[src/rtl/vga_layer_compositor.sv]
`default_nettype none
// ============================================================================
// Module      : vga_layer_compositor
// Description : Parametrised VGA timing generator with an N-layer fixed
//               priority RGB332 compositor and frame-synchronous,
//               double-buffered per-layer position registers.
// Revision    : 1.0 - initial release
// ============================================================================
module vga_layer_compositor #(
  parameter int          CLK_DIV    = 4,
  parameter int          H_ACTIVE   = 640,
  parameter int          H_FP       = 16,
  parameter int          H_SYNC     = 96,
  parameter int          H_BP       = 48,
  parameter int          V_ACTIVE   = 480,
  parameter int          V_FP       = 10,
  parameter int          V_SYNC     = 2,
  parameter int          V_BP       = 33,
  parameter int          NUM_LAYERS = 4,
  parameter logic [7:0]  BG_COLOR   = 8'hFF
) (
  input  logic                    clock,
  input  logic                    reset,
  input  logic [NUM_LAYERS-1:0]   layer_data,
  input  logic [8*NUM_LAYERS-1:0] layer_rgb,
  input  logic [NUM_LAYERS-1:0]   layer_en,
  input  logic                    pos_wr_valid,
  output logic                    pos_wr_ready,
  input  logic [2:0]              pos_wr_layer,
  input  logic [9:0]              pos_wr_x,
  input  logic [9:0]              pos_wr_y,
  output logic [10*NUM_LAYERS-1:0] pos_x,
  output logic [10*NUM_LAYERS-1:0] pos_y,
  output logic                    pix_en,
  output logic [9:0]              hcount,
  output logic [9:0]              vcount,
  output logic                    frame_start,
  output logic [2:0]              red,
  output logic [2:0]              green,
  output logic [1:0]              blue,
  output logic                    hsync,
  output logic                    vsync
);

  localparam int H_TOTAL = H_ACTIVE + H_FP + H_SYNC + H_BP;
  localparam int V_TOTAL = V_ACTIVE + V_FP + V_SYNC + V_BP;
  localparam int DIV_W   = (CLK_DIV > 1) ? $clog2(CLK_DIV) : 1;

  localparam logic [DIV_W-1:0] DIV_LAST       = DIV_W'(CLK_DIV - 1);
  localparam logic [9:0]       H_LAST         = 10'(H_TOTAL - 1);
  localparam logic [9:0]       V_LAST         = 10'(V_TOTAL - 1);
  localparam logic [9:0]       H_ACT          = 10'(H_ACTIVE);
  localparam logic [9:0]       V_ACT          = 10'(V_ACTIVE);
  localparam logic [9:0]       V_ACT_LAST     = 10'(V_ACTIVE - 1);
  localparam logic [9:0]       H_SYNC_START   = 10'(H_ACTIVE + H_FP);
  localparam logic [9:0]       H_SYNC_END     = 10'(H_ACTIVE + H_FP + H_SYNC);
  localparam logic [9:0]       V_SYNC_START   = 10'(V_ACTIVE + V_FP);
  localparam logic [9:0]       V_SYNC_END     = 10'(V_ACTIVE + V_FP + V_SYNC);

  typedef enum logic [0:0] {
    ST_RUN    = 1'b0,
    ST_COMMIT = 1'b1
  } state_e;

  state_e              state_q, state_d;
  logic [DIV_W-1:0]    div_q, div_d;
  logic [9:0]          hcount_q, hcount_d;
  logic [9:0]          vcount_q, vcount_d;
  logic [7:0]          rgb_q, rgb_d;
  logic                hsync_q, hsync_d;
  logic                vsync_q, vsync_d;
  logic [9:0]          pend_x_q [NUM_LAYERS];
  logic [9:0]          pend_x_d [NUM_LAYERS];
  logic [9:0]          pend_y_q [NUM_LAYERS];
  logic [9:0]          pend_y_d [NUM_LAYERS];
  logic [9:0]          pos_x_q  [NUM_LAYERS];
  logic [9:0]          pos_x_d  [NUM_LAYERS];
  logic [9:0]          pos_y_q  [NUM_LAYERS];
  logic [9:0]          pos_y_d  [NUM_LAYERS];
  logic [NUM_LAYERS-1:0] dirty_q, dirty_d;

  logic                pix_en_w;
  logic                active_w;
  logic                hit_any_w;
  logic [7:0]          hit_rgb_w;

  assign pix_en_w = (div_q == DIV_LAST);
  assign active_w = (hcount_q < H_ACT) && (vcount_q < V_ACT);

  // Fixed-priority layer select: scanning downward lets the lowest index win.
  always_comb begin
    hit_any_w = 1'b0;
    hit_rgb_w = 8'h00;
    for (int i = NUM_LAYERS - 1; i >= 0; i--) begin
      if (layer_data[i] && layer_en[i]) begin
        hit_any_w = 1'b1;
        hit_rgb_w = layer_rgb[8*i +: 8];
      end
    end
  end

  // Pixel divider, raster counters, and syncs/colour taken from pre-update counters.
  always_comb begin
    div_d    = pix_en_w ? '0 : div_q + 1'b1;
    hcount_d = hcount_q;
    vcount_d = vcount_q;
    rgb_d    = rgb_q;
    hsync_d  = hsync_q;
    vsync_d  = vsync_q;
    if (pix_en_w) begin
      if (hcount_q == H_LAST) begin
        hcount_d = '0;
        vcount_d = (vcount_q == V_LAST) ? '0 : vcount_q + 1'b1;
      end else begin
        hcount_d = hcount_q + 1'b1;
      end
      hsync_d = !((hcount_q >= H_SYNC_START) && (hcount_q < H_SYNC_END));
      vsync_d = !((vcount_q >= V_SYNC_START) && (vcount_q < V_SYNC_END));
      rgb_d   = active_w ? (hit_any_w ? hit_rgb_w : BG_COLOR) : 8'h00;
    end
  end

  // Position buffering: writes collect in pending slots, copied out in the single COMMIT clock.
  always_comb begin
    state_d  = state_q;
    pend_x_d = pend_x_q;
    pend_y_d = pend_y_q;
    pos_x_d  = pos_x_q;
    pos_y_d  = pos_y_q;
    dirty_d  = dirty_q;
    case (state_q)
      ST_RUN: begin
        // Out-of-range layer indices match no slot, so the handshake completes with no effect.
        for (int i = 0; i < NUM_LAYERS; i++) begin
          if (pos_wr_valid && (pos_wr_layer == 3'(i))) begin
            pend_x_d[i] = pos_wr_x;
            pend_y_d[i] = pos_wr_y;
            dirty_d[i]  = 1'b1;
          end
        end
        if (pix_en_w && (hcount_q == H_LAST) && (vcount_q == V_ACT_LAST)) begin
          state_d = ST_COMMIT;
        end
      end
      ST_COMMIT: begin
        for (int i = 0; i < NUM_LAYERS; i++) begin
          if (dirty_q[i]) begin
            pos_x_d[i] = pend_x_q[i];
            pos_y_d[i] = pend_y_q[i];
          end
        end
        dirty_d = '0;
        state_d = ST_RUN;
      end
      default: state_d = ST_RUN;
    endcase
  end

  // All state registers with synchronous reset.
  always_ff @(posedge clock) begin
    if (reset) begin
      state_q  <= ST_RUN;
      div_q    <= '0;
      hcount_q <= '0;
      vcount_q <= '0;
      rgb_q    <= 8'h00;
      hsync_q  <= 1'b1;
      vsync_q  <= 1'b1;
      pend_x_q <= '{default: '0};
      pend_y_q <= '{default: '0};
      pos_x_q  <= '{default: '0};
      pos_y_q  <= '{default: '0};
      dirty_q  <= '0;
    end else begin
      state_q  <= state_d;
      div_q    <= div_d;
      hcount_q <= hcount_d;
      vcount_q <= vcount_d;
      rgb_q    <= rgb_d;
      hsync_q  <= hsync_d;
      vsync_q  <= vsync_d;
      pend_x_q <= pend_x_d;
      pend_y_q <= pend_y_d;
      pos_x_q  <= pos_x_d;
      pos_y_q  <= pos_y_d;
      dirty_q  <= dirty_d;
    end
  end

  generate
    for (genvar g = 0; g < NUM_LAYERS; g++) begin : g_pos_flat
      assign pos_x[10*g +: 10] = pos_x_q[g];
      assign pos_y[10*g +: 10] = pos_y_q[g];
    end
  endgenerate

  assign pos_wr_ready = (state_q == ST_RUN);
  assign frame_start  = (state_q == ST_COMMIT);
  assign pix_en       = pix_en_w;
  assign hcount       = hcount_q;
  assign vcount       = vcount_q;
  assign red          = rgb_q[7:5];
  assign green        = rgb_q[4:2];
  assign blue         = rgb_q[1:0];
  assign hsync        = hsync_q;
  assign vsync        = vsync_q;

endmodule
`default_nettype wire
[config.mk]
export PLATFORM = sky130hd
export DESIGN_NAME = vga_layer_compositor
export DESIGN_NICKNAME = d
export VERILOG_FILES = /design/src/rtl/vga_layer_compositor.sv
export SDC_FILE = /design/constraint.sdc
export NUM_CORES = 1
export LEC_CHECK = 0
export ABC_AREA = 1
export CAP_MARGIN = 40
export CORE_MARGIN = 2
export CORE_UTILIZATION = 54
export DETAILED_ROUTE_END_ITERATION = 16
export PLACE_DENSITY = 0.86
export SYNTH_ARGS = -nofsm -noshare
export SYNTH_HDL_FRONTEND = slang
export SYNTH_SLANG_ARGS = --single-unit
[constraint.sdc]
create_clock -name clock -period 2.7 [get_ports clock]
set_clock_uncertainty 0.1 [all_clocks]
set_input_delay 0.54 -clock clock [delete_from_list [all_inputs] [get_ports clock]]
set_output_delay 0.54 -clock clock [all_outputs]
set_load 0.03 [all_outputs]
==> results of run 1 <==
-- cells by family after synthesis --
family / Yosys count / share of synthesized area [%]
AOI/OAI and AO/OA: 300 / 19.82
DFF: 197 / 51.64
xor gates and xnor gates: 7 / 0.8028
adders and majority gates: 5 / 0.8191
buffers and inverters: 157 / 8.470
and+or+nand+nor: 323 / 18.45
-- per-layer routing --
layer,vias to the layer above,part of all wire [%]
met5,-,0
met4,0,2.9
met3,44,7.0
met2,293,49
met1,3256,41
li1,3539,-
-- registers in the layout, summed over array words and instances, names as in the netlist, 2 cells and up --
| signal | cells |
|---|---|
| dirty_q | 4 |
| div_q | 2 |
| hcount | 10 |
| pend_x_q | 40 |
| pend_y_q | 40 |
| pos_x | 40 |
| pos_y | 40 |
| rgb_q | 8 |
| vcount | 10 |
-- worst max-delay path by stage --
| stage | start | to | slack, ps | depth (start not counted) |
|---|---|---|---|---|
| 3_3_place_gp | pos_wr_layer[2] | pend_x_q[12] | 380 | 5 |
| 2_1_floorplan | div_q[0] | vcount[9] | 960 | 9 |
| 3_5_place_dp | pos_wr_layer[0] | pend_y_q[16] | 310 | 5 |
| 6_report | div_q[0] | pix_en | 280 | 3 |
| 5_1_grt | div_q[0] | pix_en | 190 | 3 |
| 4_1_cts | div_q[0] | pix_en | 260 | 3 |
-- cells in the mapped netlist --
| cell type | count | area share [%] |
|---|---|---|
| dfxtp_1 | 197 | 52 |
| o21ai_0 | 150 | 9.8 |
| a21oi_1 | 140 | 9.2 |
| nand2_1 | 137 | 6.7 |
| nor2_1 | 106 | 5.2 |
| inv_1 | 95 | 4.7 |
| nand3_1 | 48 | 3.1 |
| clkbuf_1 | 32 | 1.6 |
| buf_2 | 18 | 1.2 |
| a31oi_1 | 9 | 0.74 |
| nand4_1 | 8 | 0.66 |
| xor2_1 | 7 | 0.80 |
| nor3_1 | 6 | 0.39 |
| ha_1 | 5 | 0.82 |
| nor2_2 | 5 | 0.41 |
| clkbuf_2 | 4 | 0.26 |
| buf_6 | 3 | 0.44 |
| nand2_2 | 3 | 0.25 |
| buf_4 | 2 | 0.20 |
| inv_2 | 2 | 0.098 |
| nand3_4 | 2 | 0.46 |
| nor2_4 | 2 | 0.29 |
| buf_1 | 1 | 0.049 |
| nand2_4 | 1 | 0.15 |
| nor3_4 | 1 | 0.21 |
| nor3b_1 | 1 | 0.098 |
| nor4_1 | 1 | 0.082 |
| nor4_4 | 1 | 0.28 |
| o22ai_1 | 1 | 0.082 |
| or2_2 | 1 | 0.082 |
-- area by class of cell --
cell class              instances  area, um2
clock buffers                  22      454.2
clock inverters                 9      117.6
fillers                      1056       3776
inverters                      97      364.1
multi-input cells             635       3047
flip-flops and latches        197       3944
well taps                     180      225.2
repair buffers                192       1899
-- where the power goes --
| part | switching [mW] | internal, mW | leakage (nW) | total (mW) |
|---|---|---|---|---|
| logic | 0.228 | 0.169 | 1.90 | 0.397 |
| registers | 0.0195 | 2.95 | 1.59 | 2.97 |
| clock network | 1.07 | 1.40 | 0.268 | 2.47 |
| total | 1.32 | 4.52 | 3.77 | 5.84 |
-- stage by stage --
step                total power [mW]  cell area (um2)  hold slack, ps  utilization (%)
detailed placement             3.430             9479           318.5            68.55
floorplan                      3.247             7637           299.2                -
finish                         5.838            10050           324.3            72.69
global route                   6.041            10050           356.0            72.69
CTS                            5.865            10050           327.7            72.69
global placement               3.421             9479           306.6            68.55
==> out/metrics.yaml, run 1 <==
clock_tree:
  post_cts_buffers: 0
  hold_buffers: 0
  post_cts.resized_instances: 0
  clock_sinks: 197
  tritoncts: "built"
  cts_buffer_depth: 2
  cts_buffers: 17
  clock-root-buffer: "clkbuf_16"
  clkLatencyLatePin_ps: 420
  h-tree-depth: 4
  path_clk_slew_ps: 60
floorplanning:
  die_w_um: 122.9
  die_area_um2: 15110
  initial_core_util_pct: 55.23
  core_area_um2: 13830
  placementRows: 43
  die_h_um: 122.9
  io_pins: 179
place:
  hpwl_um: 13660
  dp.cells: 1301
  pre_cts_slack_ps: 314.4
  port_buffers: 178
  gp_congestion: 0.8737
global_routing:
  grtUsageMet3_pct: 5.304
  met2_usage_pct: 43.30
  antenna_found_initial: 0
  grt_remaining_overflow: 0
  grt_pass1_wl_um: 30930
  grt.busiest_layer: "met2"
  met1_usage_pct: 32.94
  grt_max_degree: 130
  grt_pass1_vias: 6401
  grt_util_all_layers_pct: 25.99
hold_path:
  worstHoldPathCells: 1
  holdPathEnd: "div_q[0]"
  hold_path.class: "reg2reg"
  hold_start: "div_q[0]"
worst_setup_path:
  crit_path_end_kind: "output port"
  cp_num_buf_inv: 2
  r2r_cells: 5
  worstReg2RegEnd: "pos_y[35]"
  cp_max_fo: 10
  r2r_slack_ps: 780
  critical-path-top-delay-family: "buffers and inverters"
  cp_slowest_stage_delay_ps: 700
  crit_path_top_delay_cell: "clkdlybuf4s50_1"
  criticalPathCategory: "reg2out"
  required_ps: 2060
  r2r-start: "frame_start"
  cp_cell_sequence: "ha_1 > buf_4 > clkdlybuf4s50_1"
  cp-start-kind: "register"
  worst_ep_arrival_time_ps: 1780
pwr:
  p_per_area_nw_per_um2: 580.8
  ir_worst_vdd_v: 0.0004695
  p_leak_nw: 3.765
finish:
  antenna_cells: 0
  final_cell_mix: "197 x dfxtp_1, 178 x clkdlybuf4s50_1, 150 x o21ai_0, 140 x a21oi_1, 137 x nand2_1"
  stdcell_count: 1332
  final_common_cell: "dfxtp_1"
  fin_nets: 1211
  area_growth_pct: 31.60
  drive_above_1_share_pct: 5.122
yosys:
  synth_nets: 1060
  synth_area_um2: 7637
  synth_cells: 989
  yosysWarnings: 0
  synth-seq-cells: 197
  avgSynthCellArea_um2: 7.722
  ys_types: 30
  yosysSeqAreaShare_pct: 51.64
timing:
  rsz0062_at_grt: "false"
  tns_ps: 0
  final_hold_viol_count: 0
  post-route-period-util_pct: 89.71
  fmax_mhz: 412.8
  fin_crit_ps: 2422
  slew_headroom_pct: 56.24
  tightestPinTransition_ps: 654.8
  maxSlewViolCount: 0
  setup_viol: 0
  layout_setup_ws_ps: 277.8
detailed_routing:
  wl_per_cell_um: 14.77
  wirelength_um: 19670
  via_per_inst: 5.354
  drtIter0Drc: 633
  final_antenna_net_count: 0
  drc: 0
  first_pass_iters: 5
  via_count: 7132
flow_run:
  drv_cap: 0
status:
  outcome: "complete, no violations"
No activity file was read; power rests on OpenSTA's default activity.
==> inputs of run 2 (changes only) <==
- CORE_ASPECT_RATIO: not set -> 1.25
- CTS_CLUSTER_SIZE: not set -> 24
==> run 2 against run 1 <==
Against the previous run:
- clock-buffer cell count is 5 lower
- cell area is 0.67% higher
- sequential share of layout area is 0.26 points lower
- critical endpoint unchanged
- non-clock buffer count stayed put
- core utilization is 0.56 points higher
- total power is 1.3% higher
- hold slack better by 1.9 ps
- routed wire length is 2.0% lower
==> out/metrics.yaml, run 2 (same netlist as run 1, synthesis figures left out) <==
worst_setup_path:
  critical-path-top-delay-family: "buffers and inverters"
  cp_max_fo: 10  # unchanged
  criticalPathCategory: "reg2out"
  cp_num_buf_inv: 2  # unchanged
  r2r_slack_ps: 650  # -130 ps
  crit_path_top_delay_cell: "clkdlybuf4s50_1"
  worst_ep_arrival_time_ps: 1770  # about the same
  cp_slowest_stage_delay_ps: 690  # about the same
  required_ps: 2060  # about the same
  cp_cell_sequence: "ha_1 > buf_4 > clkdlybuf4s50_1"
  crit_path_end_kind: "output port"
  cp-start-kind: "register"
global_routing:
  antenna_found_initial: 0  # unchanged
  grt_pass1_wl_um: 31070  # +0.45%
  grt_max_degree: 76  # -42%
  grt_pass1_vias: 6437  # +0.56%
  grt_util_all_layers_pct: 25.97  # about the same
  grt_remaining_overflow: 0  # unchanged
clock_tree:
  tritoncts: "built"
  cts_buffers: 17  # unchanged
  hold_buffers: 0  # unchanged
  clkLatencyLatePin_ps: 420  # about the same
  cts_buffer_depth: 2  # unchanged
  clock-root-buffer: "clkbuf_16"
  h-tree-depth: 4  # unchanged
  post_cts.resized_instances: 0  # unchanged
  clock_sinks: 197  # unchanged
  path_clk_slew_ps: 70  # about the same
  post_cts_buffers: 0  # unchanged
pwr:
  ir_worst_vdd_v: 0.0003679  # -22%
  p_leak_nw: 3.812  # +1.2%
  p_per_area_nw_per_um2: 584.6  # +0.66%
finish:
  antenna_cells: 0  # unchanged
  area_growth_pct: 32.49
  final_cell_mix: "197 x dfxtp_1, 178 x clkdlybuf4s50_1, 150 x o21ai_0, 140 x a21oi_1, 137 x nand2_1"
  finish.utilization_pct: 73.25  # +0.56 points
  drive_above_1_share_pct: 5.551  # +0.43 points
  final_common_cell: "dfxtp_1"
  fillCellCount: 1034  # -2.1%
  fin_nets: 1211  # unchanged
timing:
  post-route-period-util_pct: 89.44  # -0.27 points
  fin_crit_ps: 2415  # -7.320 ps
  tns_ps: 0  # unchanged
  maxSlewViolCount: 0  # unchanged
  tightestPinTransition_ps: 689.6  # +34.85 ps
  layout_setup_ws_ps: 285.1  # +7.320 ps
  final_hold_viol_count: 0  # unchanged
  slew_headroom_pct: 53.98  # -2.3 points
  fmax_mhz: 414.1  # +0.30%
  rsz0062_at_grt: "false"
  setup_viol: 0  # unchanged
floorplanning:
  placementRows: 48  # +12%
  die_area_um2: 15120  # about the same
  die_h_um: 137.0  # +11%
  die_w_um: 110.4  # -10%
  initial_core_util_pct: 55.29  # about the same
  io_pins: 179  # unchanged
  core_area_um2: 13810  # about the same
flow_run:
  drv_cap: 0  # unchanged
detailed_routing:
  first_pass_iters: 5  # unchanged
  drtIter0Drc: 492  # -22%
  drc: 0  # unchanged
  wl_per_cell_um: 14.51  # -1.7%
  via_count: 7054  # -1.1%
  wirelength_um: 19270  # -2.0%
  final_antenna_net_count: 0  # unchanged
  via_per_inst: 5.312  # -0.80%
hold_path:
  hold_path.class: "reg2reg"
place:
  hpwl_um: 13250  # -3.0%
  port_buffers: 178  # unchanged
  pre_cts_slack_ps: 282.6  # -31.82 ps
  gp_congestion: 0.8640  # -1.1%
status:
  outcome: "complete, no violations"
## run 2: worst paths after layout
| check | from | end | cells after the start |
|---|---|---|---|
| worst min-delay path | div_q[0] | div_q[0] | 1 |
| worst max-delay path | div_q[0] | pix_en | 3 |
| worst max register to register | frame_start | pos_x[27] | 4 |
| worst min register to register | div_q[0] | div_q[0] | 1 |
## run 2: layout make-up
cell class / instances / area [um2] / area share (%)
well taps: 175 / 219.0 / 2.164
clock buffers: 17 / 425.4 / 4.204
clock inverters: 15 / 186.4 / 1.842
inverters: 97 / 365.4 / 3.611
repair buffers: 192 / 1932 / 19.09
flip-flops and latches: 197 / 3944 / 38.98
multi-input cells: 635 / 3047 / 30.11
## run 2: per-stage QoR
| stage | instances | power, mW | area [um2] | hold WS [ps] |
|---|---|---|---|---|
| after floorplan | 989 | 3.247 | 7637 | 299.2 |
| after CTS | 1328 | 5.930 | 10120 | 329.9 |
| after detailed placement | 1296 | 3.424 | 9507 | 320.1 |
| after global placement | 1295 | 3.415 | 9492 | 309.3 |
| after global routing | 1328 | 6.116 | 10120 | 349.1 |
| final | 1328 | 5.916 | 10120 | 326.2 |
## run 2: per-layer routing
layer / GRT usage (%) / vias to the layer above / part of all wire, %
met5: 0 / - / 0
met4: 8.819 / 0 / 2.1
met3: 6.857 / 36 / 7.7
met2: 42.91 / 260 / 49
met1: 32.71 / 3211 / 41
li1: - / 3547 / -
## run 2: power by group
| part | switching [mW] | leakage [nW] | internal, mW |
|---|---|---|---|
| Clock | 1.21 | 0.300 | 1.34 |
| Combinational | 0.222 | 1.92 | 0.172 |
| Sequential | 0.0185 | 1.59 | 2.95 |
| Total | 1.45 | 3.81 | 4.46 |
## run 2: worst reg2reg max path, cell delays in order, from the launching register on
cell     delay [ps]
dfxtp_1         500
nand2_1         440
inv_1           680
nor2_1          130
nor2_1          130
==> inputs of run 3 (changes only) <==
- CORE_MARGIN: 2 -> 8
- CORE_UTILIZATION: 54 -> 57
- DONT_BUFFER_PORTS: not set -> 1
- PLACE_DENSITY: 0.86 -> 0.72
- clock period: 2.7 -> 2.9 ns (I/O delays scaled with it)
==> run 3 against run 2 <==
Against the previous run:
- final cell count decreased by 14%
- hold slack got worse by 210 ps
- register-to-register slack got worse by 90 ps
- sequential power decreased by 6%
- via count decreased by 14%
- clock-buffer cell count increased by 3
- global-route usage decreased by 5.3 points
- largest cell class unchanged
==> out/metrics.yaml, run 3 (same netlist as run 1, synthesis figures left out) <==
timing:
  tightestPinTransition_ps: 833.8  # +144.2 ps
  fin_crit_ps: 2448
  post-route-period-util_pct: 84.40
  tns_ps: 0  # unchanged
  maxSlewViolCount: 0  # unchanged
  rsz0062_at_grt: "false"
  setup_viol: 0  # unchanged
  fmax_mhz: 408.5
  slew_headroom_pct: 44.35  # -9.6 points
  final_hold_viol_count: 0  # unchanged
floorplanning:
  core_area_um2: 13170  # -4.6%
  die_area_um2: 17380  # +15%
  initial_core_util_pct: 57.98  # +2.7 points
  die_h_um: 145.4  # +6.2%
  io_pins: 179  # unchanged
  die_w_um: 119.5  # +8.3%
  placementRows: 47  # -2.1%
finish:
  area_growth_pct: 8.044
  drive_above_1_share_pct: 5.979  # +0.43 points
  antenna_cells: 0  # unchanged
  final_common_cell: "dfxtp_1"
  fin_nets: 1028  # -15%
  final_cell_mix: "197 x dfxtp_1, 150 x o21ai_0, 140 x a21oi_1, 137 x nand2_1, 106 x nor2_1"
  fillCellCount: 1193  # +15%
clock_tree:
  h-tree-depth: 4  # unchanged
  clock-root-buffer: "clkbuf_16"
  cts_buffer_depth: 2  # unchanged
  hold_buffers: 0  # unchanged
  post_cts.resized_instances: 0  # unchanged
  cts_buffers: 17  # unchanged
  clock_sinks: 197  # unchanged
  tritoncts: "built"
  post_cts_buffers: 0  # unchanged
  path_clk_slew_ps: 70  # about the same
  clkLatencyLatePin_ps: 430  # about the same
worst_setup_path:
  r2r_slack_ps: 560  # -90 ps
  cp_slowest_stage_delay_ps: 730  # +40 ps
  cp_max_fo: 20  # +10
  critical-path-top-delay-family: "flip-flops"
  crit_path_end_kind: "output port"
  crit_path_top_delay_cell: "dfxtp_1"
  criticalPathCategory: "reg2out"
  cp_cell_sequence: "inv_2 > buf_4"
  cp_num_buf_inv: 2  # unchanged
  required_ps: 2220  # +160 ps
  worst_ep_arrival_time_ps: 1770  # about the same
  cp-start-kind: "register"
flow_run:
  drv_cap: 0  # unchanged
status:
  outcome: "complete, no violations"
detailed_routing:
  via_count: 6058  # -14%
  drtIter0Drc: 519  # +5.5%
  drc: 0  # unchanged
  first_pass_iters: 4  # -1
  final_antenna_net_count: 0  # unchanged
  wl_per_cell_um: 15.83  # +9.1%
  wirelength_um: 18060  # -6.3%
  via_per_inst: 5.309  # about the same
global_routing:
  grt_pass1_vias: 5643  # -12%
  grt_util_all_layers_pct: 20.69  # -5.3 points
  grt_remaining_overflow: 0  # unchanged
  antenna_found_initial: 0  # unchanged
  grt_pass1_wl_um: 29280  # -5.8%
  grt_max_degree: 125  # +64%
pwr:
  ir_worst_vdd_v: 0.0003887  # +5.7%
  p_per_area_nw_per_um2: 647.7  # +11%
  power.total_mw: 5.344  # -9.7%
  p_leak_nw: 3.118  # -18%
hold_path:
  hold_path.class: "in2reg"
place:
  port_buffers: 0  # -100%
  hpwl_um: 12800  # -3.3%
  gp_congestion: 0.8114  # -6.1%
run 3: cell count changes in the layout (fill, tap and decap cells not counted), sizes merged:
| cell | previous run | this run |
|---|---|---|
| clkinvlp | 0 | 3 |
| bufinv | 1 | 2 |
| inv | 104 | 100 |
| clkbuf | 17 | 20 |
| buf | 14 | 9 |
| clkdlybuf4s50 | 178 | 0 |
| clkinv | 7 | 4 |
run 3: where the power goes:
| group | switching, mW | internal [mW] |
|---|---|---|
| registers | 0.0302 | 2.75 |
| logic | 0.136 | 0.0671 |
| clock network | 1.03 | 1.34 |
run 3: final timing paths:
check / from / endpoint / cells past startpoint
setup / recovery: frame_start / pos_wr_ready / 2
hold / removal: reset / hcount[7] / 1
setup reg to reg: frame_start / pos_y[32] / 4
hold reg to reg: div_q[0] / div_q[0] / 1
run 3: area by class of cell:
cell class	count	area [um2]	area share (%)
tap	171	214.0	2.593
clock inverter	12	145.1	1.759
clock buffer	20	456.7	5.534
multi-input combinational	635	3047	36.92
sequential	197	3944	47.79
timing repair buffer	9	80.08	0.9704
inverter	97	365.4	4.428
run 3: stage by stage:
step           instance area (um2)  setup WS, ps  cells  hold WS, ps  util (%)
2_1_floorplan                 7637          1136    989        299.2         -
3_3_place_gp                  7650         584.6   1109        304.2     58.07
5_1_grt                       8252         261.5   1141        94.63     62.64
3_5_place_dp                  7650         566.0   1109        321.8     58.07
4_1_cts                       8252         429.4   1141        94.65     62.64
6_report                      8252         452.3   1141        114.1     62.64
run 3: per-layer routing:
metal	global-route usage, %	vias up	wire [um]
met3	7.958	9	1474
met4	8.265	0	146
met1	23.54	2737	7486
met5	0	-	0
li1	-	3174	-
met2	34.05	138	8952
